<file path="config.mk">
export PLATFORM = sky130hd
export DESIGN_NAME = ascon_arbiter_flat
export DESIGN_NICKNAME = d
export VERILOG_FILES = /design/src/rtl/ascon_arbiter_if.sv /design/src/rtl/ascon_arbiter.sv /design/src/flat_wrapper.sv
export SDC_FILE = /design/constraint.sdc
export NUM_CORES = 1
export LEC_CHECK = 0
export CORE_UTILIZATION = 32
export CTS_BUF_LIST = sky130_fd_sc_hd__clkbuf_16
export DETAILED_ROUTE_END_ITERATION = 7
export GPL_TIMING_DRIVEN = 0
export PLACE_DENSITY = 0.77
export REMOVE_ABC_BUFFERS = 1
export SLEW_MARGIN = 20
export SYNTH_ARGS = -nofsm -noshare
export SYNTH_HDL_FRONTEND = slang
export SYNTH_SLANG_ARGS = --single-unit
</file>
<file path="constraint.sdc">
create_clock -name clk -period 1.8 [get_ports clk]
set_input_delay 0.36 -clock clk [delete_from_list [all_inputs] [get_ports clk]]
set_output_delay 0.36 -clock clk [all_outputs]
set_load 0.01 [all_outputs]
</file>
<file path="src/rtl/ascon_arbiter_if.sv">
// Handshake bundle between ascon_arbiter, its requesters and the shared ASCON core.
// The master modport is the arbiter's view; slave is the surrounding environment.
interface ascon_arbiter_if #(
  parameter int NREQ       = 2,
  parameter int SIZE_WIDTH = 32,
  parameter int DW         = 32
);
  logic [NREQ-1:0]            req_i;
  logic [NREQ*SIZE_WIDTH-1:0] req_ad_size_i;
  logic [NREQ*SIZE_WIDTH-1:0] req_di_size_i;
  logic [NREQ*DW-1:0]         req_data_i;
  logic [NREQ-1:0]            req_valid_i;
  logic [NREQ-1:0]            req_ready_o;
  logic [NREQ-1:0]            grant_o;
  logic [NREQ-1:0]            done_o;
  logic [NREQ-1:0]            err_o;
  logic                       core_start_o;
  logic [SIZE_WIDTH-1:0]      core_ad_size_o;
  logic [SIZE_WIDTH-1:0]      core_di_size_o;
  logic [DW-1:0]              core_data_o;
  logic                       core_valid_o;
  logic                       core_ready_i;
  logic                       core_idle_i;
  logic                       core_done_i;

  modport master (
    input  req_i, req_ad_size_i, req_di_size_i, req_data_i, req_valid_i,
    input  core_ready_i, core_idle_i, core_done_i,
    output req_ready_o, grant_o, done_o, err_o,
    output core_start_o, core_ad_size_o, core_di_size_o, core_data_o, core_valid_o
  );

  modport slave (
    output req_i, req_ad_size_i, req_di_size_i, req_data_i, req_valid_i,
    output core_ready_i, core_idle_i, core_done_i,
    input  req_ready_o, grant_o, done_o, err_o,
    input  core_start_o, core_ad_size_o, core_di_size_o, core_data_o, core_valid_o
  );
endinterface

</file>
<file path="src/rtl/ascon_arbiter.sv">
// Round-robin arbiter sharing one ASCON-AEAD128 core among NREQ requesters:
// per-job grant, frozen job sizes, BUSY-only data mux and a no-progress watchdog.
module ascon_arbiter #(
  parameter int NREQ       = 2,
  parameter int SIZE_WIDTH = 32,
  parameter int DW         = 32,
  parameter int TIMEOUT    = 1024
) (
  input  logic            clk,
  input  logic            rst_n,
  ascon_arbiter_if.master bus
);

  localparam int OW = (NREQ > 1) ? $clog2(NREQ) : 1;
  localparam int CW = $clog2(TIMEOUT);
  localparam logic [CW-1:0]   WD_LAST = CW'(TIMEOUT - 1);
  localparam logic [NREQ-1:0] ONE     = NREQ'(1);

  typedef enum logic [2:0] {
    ST_IDLE   = 3'd0,
    ST_GRANT  = 3'd1,
    ST_BUSY   = 3'd2,
    ST_FINISH = 3'd3,
    ST_DRAIN  = 3'd4
  } state_t;

  state_t                state_r, state_nxt_s;
  logic [OW-1:0]         owner_r, ptr_r, pick_s, owner_nxt_s;
  logic                  pick_valid_s, launch_s, owner_req_s;
  logic                  hs_s, hit_s, done_nxt_s, err_nxt_s, start_nxt_s;
  logic [SIZE_WIDTH-1:0] ad_size_r, di_size_r;
  logic [CW-1:0]         wd_r;
  logic [NREQ-1:0]       grant_r, done_r, err_r, ready_s;
  logic                  start_r, valid_s;
  logic [DW-1:0]         data_s;

  assign owner_req_s = bus.req_i[owner_r];
  assign hs_s        = valid_s & bus.core_ready_i;
  assign hit_s       = (wd_r == WD_LAST) & ~hs_s;
  assign launch_s    = (state_r == ST_IDLE) & (state_nxt_s == ST_GRANT);
  assign owner_nxt_s = launch_s ? pick_s : owner_r;
  assign start_nxt_s = (state_nxt_s == ST_GRANT) | (state_nxt_s == ST_BUSY) |
                       (state_nxt_s == ST_FINISH);

  // Round-robin pick: scan from the farthest offset down so the nearest one after ptr wins.
  always_comb begin
    pick_s       = '0;
    pick_valid_s = |bus.req_i;
    for (int k = NREQ; k >= 1; k--) begin
      if (bus.req_i[(int'(ptr_r) + k) % NREQ]) begin
        pick_s = OW'((int'(ptr_r) + k) % NREQ);
      end else begin
        pick_s = pick_s;
      end
    end
  end

  // State register.
  always_ff @(posedge clk or negedge rst_n) begin
    if (!rst_n) begin
      state_r <= ST_IDLE;
    end else begin
      state_r <= state_nxt_s;
    end
  end

  // Next-state logic; completion has priority over abort, abort over watchdog.
  always_comb begin
    state_nxt_s = state_r;
    done_nxt_s  = 1'b0;
    err_nxt_s   = 1'b0;
    case (state_r)
      ST_IDLE: begin
        if (bus.core_idle_i && pick_valid_s) begin
          state_nxt_s = ST_GRANT;
        end else begin
          state_nxt_s = ST_IDLE;
        end
      end
      ST_GRANT: state_nxt_s = ST_BUSY;
      ST_BUSY: begin
        if (bus.core_done_i) begin
          state_nxt_s = ST_FINISH;
          done_nxt_s  = 1'b1;
        end else if (!owner_req_s) begin
          state_nxt_s = ST_DRAIN;
        end else if (hit_s) begin
          state_nxt_s = ST_DRAIN;
          err_nxt_s   = 1'b1;
        end else begin
          state_nxt_s = ST_BUSY;
        end
      end
      ST_FINISH: begin
        if (!owner_req_s) begin
          state_nxt_s = ST_DRAIN;
        end else begin
          state_nxt_s = ST_FINISH;
        end
      end
      ST_DRAIN: begin
        if (bus.core_idle_i) begin
          state_nxt_s = ST_IDLE;
        end else begin
          state_nxt_s = ST_DRAIN;
        end
      end
      default: state_nxt_s = ST_IDLE;
    endcase
  end

  // Owner data path, open only while the job is running.
  always_comb begin
    valid_s = 1'b0;
    data_s  = '0;
    ready_s = '0;
    if (state_r == ST_BUSY) begin
      valid_s          = bus.req_valid_i[owner_r];
      data_s           = bus.req_data_i[int'(owner_r) * DW +: DW];
      ready_s[owner_r] = bus.core_ready_i;
    end else begin
      valid_s = 1'b0;
    end
  end

  // Watchdog: cycles in BUSY since the last accepted data word.
  always_ff @(posedge clk or negedge rst_n) begin
    if (!rst_n) begin
      wd_r <= '0;
    end else if (launch_s || hs_s) begin
      wd_r <= '0;
    end else if ((state_r == ST_BUSY) && (wd_r != WD_LAST)) begin
      wd_r <= wd_r + 1'b1;
    end else begin
      wd_r <= wd_r;
    end
  end

  // Owner, pointer and sizes are captured only on the IDLE to GRANT edge.
  always_ff @(posedge clk or negedge rst_n) begin
    if (!rst_n) begin
      owner_r   <= '0;
      ptr_r     <= OW'(NREQ - 1);
      ad_size_r <= '0;
      di_size_r <= '0;
    end else if (launch_s) begin
      owner_r   <= pick_s;
      ptr_r     <= pick_s;
      ad_size_r <= bus.req_ad_size_i[int'(pick_s) * SIZE_WIDTH +: SIZE_WIDTH];
      di_size_r <= bus.req_di_size_i[int'(pick_s) * SIZE_WIDTH +: SIZE_WIDTH];
    end else begin
      owner_r   <= owner_r;
      ptr_r     <= ptr_r;
      ad_size_r <= ad_size_r;
      di_size_r <= di_size_r;
    end
  end

  // Registered grant/start/status outputs, derived from the next state.
  always_ff @(posedge clk or negedge rst_n) begin
    if (!rst_n) begin
      start_r <= 1'b0;
      grant_r <= '0;
      done_r  <= '0;
      err_r   <= '0;
    end else begin
      start_r <= start_nxt_s;
      grant_r <= start_nxt_s ? (ONE << owner_nxt_s) : '0;
      done_r  <= done_nxt_s ? (ONE << owner_r) : '0;
      err_r   <= err_nxt_s ? (ONE << owner_r) : '0;
    end
  end

  assign bus.req_ready_o    = ready_s;
  assign bus.grant_o        = grant_r;
  assign bus.done_o         = done_r;
  assign bus.err_o          = err_r;
  assign bus.core_start_o   = start_r;
  assign bus.core_ad_size_o = ad_size_r;
  assign bus.core_di_size_o = di_size_r;
  assign bus.core_data_o    = data_s;
  assign bus.core_valid_o   = valid_s;

endmodule

</file>
<file path="src/flat_wrapper.sv">
// flat-port wrapper written by rule: the top's interface ports become plain ports
module ascon_arbiter_flat 
#(
  parameter int NREQ       = 2,
  parameter int SIZE_WIDTH = 32,
  parameter int DW         = 32,
  parameter int TIMEOUT    = 1024
)
  (clk, rst_n, bus_req_i, bus_req_ad_size_i, bus_req_di_size_i, bus_req_data_i, bus_req_valid_i, bus_core_ready_i, bus_core_idle_i, bus_core_done_i, bus_req_ready_o, bus_grant_o, bus_done_o, bus_err_o, bus_core_start_o, bus_core_ad_size_o, bus_core_di_size_o, bus_core_data_o, bus_core_valid_o);
  ascon_arbiter_if #(.NREQ(NREQ), .SIZE_WIDTH(SIZE_WIDTH), .DW(DW)) bus_i ();
  input  logic clk;
  input  logic rst_n;
  input wire logic [$bits(bus_i.req_i)-1:0] bus_req_i;
  input wire logic [$bits(bus_i.req_ad_size_i)-1:0] bus_req_ad_size_i;
  input wire logic [$bits(bus_i.req_di_size_i)-1:0] bus_req_di_size_i;
  input wire logic [$bits(bus_i.req_data_i)-1:0] bus_req_data_i;
  input wire logic [$bits(bus_i.req_valid_i)-1:0] bus_req_valid_i;
  input wire logic [$bits(bus_i.core_ready_i)-1:0] bus_core_ready_i;
  input wire logic [$bits(bus_i.core_idle_i)-1:0] bus_core_idle_i;
  input wire logic [$bits(bus_i.core_done_i)-1:0] bus_core_done_i;
  output wire logic [$bits(bus_i.req_ready_o)-1:0] bus_req_ready_o;
  output wire logic [$bits(bus_i.grant_o)-1:0] bus_grant_o;
  output wire logic [$bits(bus_i.done_o)-1:0] bus_done_o;
  output wire logic [$bits(bus_i.err_o)-1:0] bus_err_o;
  output wire logic [$bits(bus_i.core_start_o)-1:0] bus_core_start_o;
  output wire logic [$bits(bus_i.core_ad_size_o)-1:0] bus_core_ad_size_o;
  output wire logic [$bits(bus_i.core_di_size_o)-1:0] bus_core_di_size_o;
  output wire logic [$bits(bus_i.core_data_o)-1:0] bus_core_data_o;
  output wire logic [$bits(bus_i.core_valid_o)-1:0] bus_core_valid_o;
  assign bus_i.req_i = bus_req_i;
  assign bus_i.req_ad_size_i = bus_req_ad_size_i;
  assign bus_i.req_di_size_i = bus_req_di_size_i;
  assign bus_i.req_data_i = bus_req_data_i;
  assign bus_i.req_valid_i = bus_req_valid_i;
  assign bus_i.core_ready_i = bus_core_ready_i;
  assign bus_i.core_idle_i = bus_core_idle_i;
  assign bus_i.core_done_i = bus_core_done_i;
  assign bus_req_ready_o = bus_i.req_ready_o;
  assign bus_grant_o = bus_i.grant_o;
  assign bus_done_o = bus_i.done_o;
  assign bus_err_o = bus_i.err_o;
  assign bus_core_start_o = bus_i.core_start_o;
  assign bus_core_ad_size_o = bus_i.core_ad_size_o;
  assign bus_core_di_size_o = bus_i.core_di_size_o;
  assign bus_core_data_o = bus_i.core_data_o;
  assign bus_core_valid_o = bus_i.core_valid_o;
  ascon_arbiter #(.NREQ(NREQ), .SIZE_WIDTH(SIZE_WIDTH), .DW(DW), .TIMEOUT(TIMEOUT)) u_core (.clk(clk), .rst_n(rst_n), .bus(bus_i));
endmodule
</file>
# == Yosys cells after proc, flatten, opt, wreduce, memory -nomap -nowiden ==
# Cells that the tools add are included.
# totals
register_bits,86
in_bits,201
out_inout_bits,106
elab_cells,83
# classes
addsub,3
n_lt_le_gt_ge,4
n_eq_ne,9
shifts,5
mux,36
n_bitwise,9
reduce_logical,7
# op_table
operator,n
variable part select 64 x 7 -> 32 bit,3
two-way mux 32 bit,1
two-way mux 1 bit,22
two-way mux 10 bit,2
two-way mux 3 bit,5
case mux 3 bit (5 select lines),1
"== test 3 x 2 -> 1 bit, second input constant",4
"adder 10 x 1 -> 10 bit, second input constant",1
"== test 10 bit, second input constant",1
"inequality test 10 bit, second input constant",1
two-way mux 2 bit,4
"== test 3 x 1 -> 1 bit, second input constant",2
"< comparator 2 x 3 -> 1 bit, second input constant",2
"left shift 1 x 1 -> 2 bit, first input constant",2
AND 1 bit,3
"== test 3 bit, second input constant",1
logical AND 1 bit,3
zero test 3 bit,1
"adder 1 bit, second input constant",2
"AND 1 bit, first input constant",2
AND 2 bit,1
"< comparator 1 x 2 -> 1 bit, second input constant",1
OR 1 bit,2
nonzero test 2 bit,1
other kinds (5),5

# == Longest topological paths before layout ==
# Gate-level depths: netlist of run 1.
# logic_depth
ltp_word,15
depth_mapped,6
depth_no_buf,5

# == Worst setup path before layout of run 1 ==
# No wires, ideal clock.
# synth_timing
kind,register to output
start,reg u_core.owner_r
end,out bus_core_data_o[10]
arrival_time_ps,1408
path_slack_ps,32
path_stages_with_launch,5
path_cell_list,dfrtp_1 > buf_2 > buf_1 > mux2i_1 > nor2_1
# synth_between
elab_chain_cells,2
# synth_rtl
item,line_no,source
"start, declared",ascon_arbiter.sv:28,"logic [OW-1:0] owner_r, ptr_r, pick_s, owner_nxt_s;"
"start signal, assigned",ascon_arbiter.sv:147,owner_r <= pick_s;
"start signal, assigned",ascon_arbiter.sv:152,owner_r <= owner_r;
variable part select 64 x 7 -> 32 bit,ascon_arbiter.sv:119,data_s = bus.req_data_i[int'(owner_r) * DW +: DW];
two-way mux 32 bit,ascon_arbiter.sv:117,if (state_r == ST_BUSY) begin
"end, declared",flat_wrapper.sv:28,output wire logic [$bits(bus_i.core_data_o)-1:0] bus_core_data_o;
# Every way passes these cells.

# == Worst setup path after layout of run 1 ==
# layout_timing
start,reg u_core.state_r[2]
end,reg u_core.wd_r[9]
# layout_between
elab_chain_cells,13
# layout_rtl
item,line_no,source
"start, declared",ascon_arbiter.sv:27,"state_t state_r, state_nxt_s;"
"start signal, assigned",ascon_arbiter.sv:63,state_r <= state_nxt_s;
== test 3 x 2 -> 1 bit,"ascon_arbiter.sv:72, ascon_arbiter.sv:117, ascon_arbiter.sv:132",
two-way mux 1 bit,ascon_arbiter.sv:117,
AND 1 bit,ascon_arbiter.sv:38,assign hs_s = valid_s & bus.core_ready_i;
inverter 1 bit,ascon_arbiter.sv:39,assign hit_s = (wd_r == WD_LAST) & ~hs_s;
AND 1 bit,ascon_arbiter.sv:39,
two-way mux 3 bit,ascon_arbiter.sv:87,end else if (hit_s) begin
two-way mux 3 bit,ascon_arbiter.sv:85,end else if (!owner_req_s) begin
two-way mux 3 bit,ascon_arbiter.sv:82,if (bus.core_done_i) begin
case mux 3 bit (5 select lines),ascon_arbiter.sv:72,case (state_r)
== test 3 x 1 -> 1 bit,ascon_arbiter.sv:40,assign launch_s = (state_r == ST_IDLE) & (state_nxt_s == ST_GRANT);
AND 1 bit,ascon_arbiter.sv:40,
logical OR 1 bit,ascon_arbiter.sv:130,end else if (launch_s || hs_s) begin
two-way mux 10 bit or nonzero test 2 bit (tied branches),-,
"end signal, assigned",ascon_arbiter.sv:133,wd_r <= wd_r + 1'b1;
"end signal, assigned",ascon_arbiter.sv:135,wd_r <= wd_r;
"end, declared",ascon_arbiter.sv:32,logic [CW-1:0] wd_r;
# Parallel ways exist; a longest one is shown, timed or not.
# A chain may end at the register's enable or synchronous reset.

==> results by stage, run 1 <==
Outcome:
- The run finished, with violations left.
- The checks that failed: negative setup slack.

Routing:
- The average wire per cell in the routed design is ~19 um.
- The DRC marker count from the first detailed-route iteration is between 200 and 300.
- The total wirelength of the detailed-routed design is about 19000 um.
- The count of vias placed by the detailed router is between 5000 and 6000.
- In the routed design, unresolved DRC markers number 0.
- Dividing the detail-routed via count by the number of cells gives 5.14.
- Once detail routing completed, the nets flagged for antenna violations numbered 0.
- The first detailed-routing pass took 4 iterations.

Timing:
- The minimum clock period after layout is ~2100 ps.
- Timing would allow up to roughly 0.47 GHz.
- Setup repair after global routing could not meet its margin everywhere.
- For the pin with the worst max-slew slack, the measured transition is roughly 520 ps.
- The number of hold violations in the final report is 0.
- The worst max-slew margin expressed relative to the limit is ~65%.
- In the finished design, the share of the clock period the worst path needs comes to 117%.
- On the final layout, the worst clock skew is between 10 and 15 ps.
- The worst hold slack after final layout is slightly above 500 ps.
- Once routing completed, OpenROAD measured the worst setup slack at -310 ps.
- The max-slew violation total from the final report is 0.
- Setup violations remaining at the end of the flow were counted as between 60 and 70.

Logic synthesis:
- Counting flops with an async set or reset pin after synthesis yields a share of 100%.
- The register bit total from synthesis is 86.
- Yosys printed 0 warnings.
- In this run, synthesis inferred 0 flip-flops with an integrated enable.
- Counting distinct cell types in the post-synthesis netlist gives slightly above 40.
- The sequential cell area fraction in the yosys report is between 40 and 50%.
- In the synthesized netlist, the number of instances is ~460.
- The cell area after technology mapping is 4460 sq um.
- Each instance of the synthesized netlist takes up on average 9.74 sq um.
- Among all flip-flop cells after synthesis, the most frequent one is dfrtp_1.

Floorplanning:
- The die covers between 10000 and 15000 sq um.
- In this run the standard cell core region covers between 10000 and 15000 sq um.
- The x dimension of the die is about 120 um.
- approximately 310 I/O pins were placed.
- The die is approximately 120 um tall.
- The floorplan has 42 rows.
- The initial utilization of the core area, before any placement, comes to 33.3%.

Global routing:
- The global routing usage summed across all routing layers is between 20% and 30%.
- The final global-route overflow total is 0.
- The via count of the first global-routing pass came to about 5000.
- Entering global routing, the biggest net connects 83 pins.
- The initial antenna violation count is 0.
- The global-route wire length before repair is roughly 25000 um.

Layout:
- Compared with the post-synthesis result, the final layout area differs by 101%.
- At the end of the flow the core is filled with cells to between 60% and 70%.
- Summing all multi-input logic gate instances after layout gives ~2500 sq um.
- After the last flow step, the layout net total stands at approximately 1000.
- The number of antenna diodes in the final layout is 0.
- The fraction of layout cells with a size suffix above 1 is approximately 23%.
- The finished cells cover approximately 9000 sq um.
- The filler cell count in the final layout is slightly above 1000.
- The sequential cells in the finished layout cover a total of roughly 2200 sq um.

Placed design:
- Summed over all nets, the half-perimeter wirelength after detailed placement is 11500 um.
- The routability congestion estimate from global placement is 0.862.
- The number of port buffers is approximately 300.
- Once placement finished, the instance area stood at about 7800 sq um.

Setup path:
- The critical path required time is 2070 ps.
- The worst setup path is captured at a register.
- The cell with the largest stage delay on the worst path is dfrtp_2.
- Setup slack on the worst reg-to-reg path comes out at -310 ps.
- STA classifies the critical path startpoint as a register.
- Among the stages of the critical path, the cell type that occurs most often is buf_6.
- The startpoint identified for the worst register-to-register timing path is u_core.state_r[2].
- Counting both buffers and inverters, the worst setup path holds a total of 3.
- The peak fanout along the critical path is 7.
- The category of the critical setup timing path is register to register.
- The signal on the critical path passes through buf_6 -> or3b_4 -> buf_6 -> buf_6 -> a2111o_1 -> or3_4 -> a21oi_2.
- The most critical setup path has its startpoint at u_core.state_r[2].
- Data on the critical path arrives at its endpoint at around 2400 ps.
- The critical path's top delay family is simple AND/OR/NAND/NOR gates.
- The largest stage delay on the critical path is 450 ps.

Power and ir drop:
- The static leakage is about 3.8 nW.
- The worst IR drop on VDD is 964 uV.
- The power density over the cells is roughly 1400 nW/um^2.

Clocking:
- The H-tree was split into 3 levels.
- The maximum buffer depth of the clock tree is 2.
- The worst-skew pair later-pin latency is ~340 ps.
- Clock-pin slew was measured on the worst setup and hold paths at about 70 ps.
- Clock tree synthesis inserted a total of 9 buffers.
- The tree built by TritonCTS fans out to 86 sinks.
- The TritonCTS clock tree is yes.
- The buffer type at the clock tree root is clkbuf_16.

Flow run:
- The max-capacitance violation count is 0.

Worst hold path:
- The path class of the lowest-slack min-delay path is input pin to async pin.
==> registers in the layout (all words and copies together), names as in the netlist <==
register                   count
u_core.bus.core_ad_size_o     32
u_core.bus.core_di_size_o     32
u_core.wd_r                   10
u_core.state_r                 3
u_core.bus.done_o              2
u_core.bus.err_o               2
u_core.bus.grant_o             2
u_core.bus.core_start_o        1
u_core.owner_r                 1
u_core.ptr_r                   1
==> per-layer routing <==
layer	vias to the layer above	wire length, um	GRT usage (%)
met3	35	1450	4.23
met4	0	493	10.4
met2	271	9890	42.4
li1	2355	-	-
met5	-	0	0
met1	2458	6690	22.9
==> report_power, final <==
group	leakage (nW)	switching, mW	internal, mW
registers	0.987	0.492	2.79
logic	2.71	3.45	4.12
clock network	0.127	0.790	0.935
==> Yosys cell counts (all sizes together) (3+ instances only) <==
| cell | count | share of area [%] |
|---|---|---|
| nand2 | 9 | 0.76 |
| buf | 12 | 1.2 |
| o21ai | 4 | 0.45 |
| mux2i | 97 | 22 |
| clkbuf | 18 | 1.5 |
| or3 | 3 | 0.42 |
| nor2 | 106 | 8.9 |
| or4 | 4 | 0.67 |
| inv | 7 | 0.59 |
| nand3 | 3 | 0.34 |
| a21oi | 73 | 8.2 |
| o31ai | 4 | 0.67 |
| dfrtp | 85 | 48 |
| mux2 | 3 | 0.76 |
==> layout by cell type (no fill, tap or decap), types with 2 or more instances in the layout <==
cell	n
nor2_4	8
nor2_1	78
or3b_4	5
o21ai_0	4
a21oi_1	60
buf_2	28
nand3_1	3
clkinv_1	2
clkinv_4	2
o2111a_2	4
nand2_1	7
mux2i_1	96
buf_12	5
or4_4	2
a31oi_1	2
inv_1	6
nor2_2	20
clkdlybuf4s50_1	268
mux2_4	2
o31ai_4	2
buf_6	28
or3_1	2
or4_1	2
nand2_2	2
dfrtp_1	81
clkbuf_16	15
a21oi_2	13
dfrtp_2	3
buf_4	22
clkinvlp_4	3
buf_16	6
xor2_1	2
o31ai_1	3
==> stage by stage <==
stage / setup TNS [ps] / power [mW] / setup slack [ps] / cells
after floorplan: -284430 / 6.00 / -3890 / 428
after global placement: -677550 / 8.93 / -5840 / 910
after detailed placement: -50350 / 9.07 / -867 / 917
after CTS: -7420 / 11.5 / -254 / 970
after global routing: -14920 / 13.2 / -368 / 996
final: -11050 / 12.6 / -310 / 996
==> worst paths after layout <==
check,endpoint,cells after the start
min,u_core.bus.core_ad_size_o[31],2
min reg2reg,u_core.bus.core_ad_size_o[14],2
max,u_core.wd_r[9],7
min in group clk,u_core.bus.core_ad_size_o[14],2
max reg2reg,u_core.wd_r[9],7
max in group asynchronous,u_core.bus.core_di_size_o[13],3
==> what timing repair did <==
item	in CTS	in global routing
endpoints found under the setup margin	91	110
gates cloned	6	15
hold buffers	1	0
endpoints found under the hold margin	33	0
gates resized for setup	186	68
setup buffers	30	11
pin swaps	37	16
==> worst reg2reg max path, stage by stage (launching register included) <==
cell      delay, ps
dfrtp_2         450
buf_6           140
or3b_4          400
buf_6           160
buf_6           120
a2111o_1        320
or3_4           340
a21oi_2         110
==> cells by family (layout without fill, tap and decap cells) <==
group | Yosys count | in the layout | share of synthesized area [%]
simple gates | 137 | 141 | 13.3
mux | 100 | 100 | 22.5
compound gates | 94 | 99 | 11.7
flops | 86 | 86 | 48.2
buf+inv | 37 | 390 | 3.34
xor+xnor | 3 | 3 | 0.589
fa+ha+maj | 1 | 1 | 0.280
==> cell type report <==
cell class,instances,area share (%)
timing repair buffer,367,41.9
multi-input combinational,344,28.2
sequential,86,24.1
clock buffer,9,2.51
tap,176,2.45
clock inverter,7,0.544
inverter,7,0.334
Power figures use the tool's default switching activity.
==> run 2, diff against run 1 <==
Settings changed: CORE_ASPECT_RATIO from default to 1.5, CORE_MARGIN from default to 3, PLACE_DENSITY 0.77 to default, PLACE_DENSITY_LB_ADDON from default to 0.15.
==> run 2 against run 1 <==
  * The flow still finishes with violations (negative setup slack)
  * Sequential power about the same
  * Final area decreased by 2.4%
  * Clock-buffer cell count unchanged
  * Critical path type unchanged
==> results by stage, run 2 (synthesized netlist as in run 1, its figures left out) <==
Outcome:
- The flow ran to the end, but the final reports show violations.
- The checks that failed: negative setup slack.

Timing:
- The max-slew violation total from the final report is 0 (unchanged).
- The smallest setup slack after layout was -362 ps (-51.3 ps).
- The number of hold violations in the final report is 0 (unchanged).
- The top achievable clock speed is 0.463 GHz (-2.4%).
- The setup-violating endpoint count in the final report is 45 (-31%).
- The post-route fraction of the period consumed by the critical path is 120% (+2.9 points).
- Setup repair after global routing could not meet its margin everywhere.
- The slew at the pin closest to its max-slew limit is 512 ps (-5.68 ps).
- The minimum clock period after layout came to 2160 ps (+51.3 ps).
- The worst clock skew on the final layout is 6.48 ps (-7.27 ps).
- The worst hold slack after final layout was 498 ps (-18.6 ps).
- The worst max-slew margin expressed relative to the limit is 65.9% (+0.85 points).

Power and ir drop:
- The worst IR drop on VDD came to 713 uV (-26%).
- The overall power is 12.5 mW (-0.87%).
- The static leakage is 3.76 nW (-1.9%).
- The power density over the cells came to 1420 nW/um^2 (+1.6%).

Clocking:
- The count of H-tree levels built during CTS is 3 (unchanged).
- The TritonCTS clock tree is yes.
- The total CTS buffers is 9 (unchanged).
- The number of clock sinks seen by CTS came to 86 (unchanged).
- The maximum buffer depth of the clock tree is 2 (unchanged).
- The worst-skew pair later-pin latency is 330 ps (about the same).
- The clock transition at the register clock pins on the worst setup and hold paths after CTS is 60 ps (about the same).
- The buffer type at the clock tree root is clkbuf_16.

Layout:
- The total number of nets in the final design came to 1007 (-0.98%).
- Leaving out fill and tap cells, the most frequent cell in the layout is clkdlybuf4s50_1.
- From synthesis to final layout, the design area changed by 96.3%.
- The library cells used most frequently in the layout, excluding fill and tap cells, are clkdlybuf4s50_1, mux2i_1, nor2_1.
- The final cell count without fillers is 972 (-2.4%).
- The final antenna diode count came to 0 (unchanged).
- The fraction of layout cells with a size suffix above 1 is 19.4% (-3.2 points).

Global routing:
- The fraction of met1 tracks used by global routing was 23.3% (+0.38 points).
- The global-route wire length before repair is 26600 um (+7.6%).
- The largest net degree at the start of global routing is 58 (-30%).
- The initial antenna violation count is 0 (unchanged).
- After global routing, the most crowded layer is met2.
- The final global-route overflow total is 0 (unchanged).
- The global-route track usage on met2 came to 43.8% (+1.4 points).
- The global routing usage summed across all routing layers came to 22.6% (+0.41 points).
- The via count of the first global-routing pass is 4984 (-1.2%).
- The met3 track demand over resource is 5.61% (+1.4 points).

Placed design:
- The number of port buffers was 306 (unchanged).
- The cell count after placement is 902 (-1.6%).
- The routability congestion estimate from global placement is 0.830 (-3.6%).
- The post-detailed-placement half-perimeter wirelength is 12700 um (+11%).

Floorplanning:
- The top-level port count is 307 (unchanged).
- The starting density of the core came to 32.8% (-0.48 points).
- The x dimension of the die was 102 um (-15%).
- The placeable core region came to 13600 sq um (+1.5%).
- The cell row count was 52 (+24%).
- The die area is 15400 sq um (+7.0%).
- The vertical extent of the die came to 151 um (+25%).

Routing:
- The count of vias placed by the detailed router came to 4876 (-4.7%).
- The detailed-route vias per instance came to 5.02 (-2.4%).
- The number of remaining DRC errors is 0 (unchanged).
- The antenna violation net count after detailed routing is 0 (unchanged).
- The total wirelength of the detailed-routed design was 18400 um (-0.46%).
- The average wire per cell in the routed design is 19.0 um (+2.0%).
- The DRC marker count from the first detailed-route iteration came to 83 (-67%).
- The detailed-routing iteration count for the pre-antenna-repair pass is 4 (unchanged).

Setup path:
- The peak fanout along the critical path was 8 (+1).
- The critical path goes through buf_4 -> or3b_4 -> buf_8 -> buf_6 -> a2111o_1 -> or3_4 -> a21oi_2.
- The category of the critical setup timing path is register to register.
- The critical path required time is 2060 ps (about the same).
- The combined buffer and inverter count along the critical path is 3 (unchanged).
- The largest stage delay on the critical path is 430 ps (-20 ps).
- The cell with the largest stage delay on the worst path is dfrtp_2.
- The critical path startpoint category is a register.
- STA classifies the critical path endpoint as a register.
- The critical path's top delay family is simple AND/OR/NAND/NOR gates.
- The critical path data arrival time came to 2420 ps (+40 ps).

Flow run:
- The max-capacitance violation count came to 0 (unchanged).

Worst hold path:
- The path class of the lowest-slack min-delay path is input pin to async pin.
[run 2: cell count changes in the layout (fill, tap and decap cells not counted), moves of 3 or more]
cell and delta:
a21oi_1 +10, a21oi_2 -10, buf_2 -3, buf_4 +4, buf_6 -5, buf_8 +3
clkbuf_16 -6, nor2_1 +11, nor2_2 -13
[run 2: repair_timing]
action,CTS,global route
cloned,9,0
hold buffers,1,0
setup endpoints to repair,112,69
resized for setup,190,56
endpoints found under the hold margin,28,0
pin swaps,32,21
setup buffers,36,9
[run 2: area by class of cell]
| type | count | area, sq um |
|---|---|---|
| tap | 162 | 203 |
| inverter | 7 | 30.0 |
| timing repair buffer | 358 | 3570 |
| fill | 1085 | 4840 |
| clock inverter | 7 | 58.8 |
| sequential | 86 | 2160 |
| multi-input combinational | 343 | 2510 |
| clock buffer | 9 | 225 |
[run 2: worst paths after layout]
path	startpoint	endpoint	slack, ps	depth (start not counted)
max	u_core.state_r[0]	u_core.wd_r[9]	-360	7
min	rst_n	u_core.bus.core_ad_size_o[10]	500	2
max reg2reg	u_core.state_r[0]	u_core.wd_r[9]	-360	7
min reg2reg	u_core.bus.core_ad_size_o[16]	u_core.bus.core_ad_size_o[16]	530	2
max in group asynchronous	rst_n	u_core.bus.core_di_size_o[1]	680	3
min in group clk	u_core.bus.core_ad_size_o[16]	u_core.bus.core_ad_size_o[16]	530	2
[run 2: metrics by stage]
| step | instance area, sq um | util [%] | worst slack [ps] | setup TNS (ps) |
|---|---|---|---|---|
| after floorplan | 4340 | - | -3890 | -284430 |
| after global placement | 7610 | 55.9 | -6140 | -690810 |
| after detailed placement | 7770 | 57.2 | -793 | -63890 |
| after CTS | 8480 | 62.3 | -324 | -9540 |
| after global routing | 8760 | 64.4 | -399 | -12700 |
| final | 8760 | 64.4 | -362 | -10190 |
[run 2: power by group]
| group | switching [mW] | internal, mW | total (mW) | leakage (nW) |
|---|---|---|---|---|
| Sequential | 0.491 | 2.79 | 3.28 | 0.987 |
| Clock | 0.730 | 1.05 | 1.78 | 0.145 |
| Combinational | 3.39 | 4.01 | 7.40 | 2.62 |
| Total | 4.61 | 7.86 | 12.5 | 3.76 |
[run 2: metal layers]
layer  share of wire (%)  up-vias
li1                    -     2322
met3                 8.1       25
met5                   0        -
met2                  55      243
met1                  35     2286
met4                 2.0        0
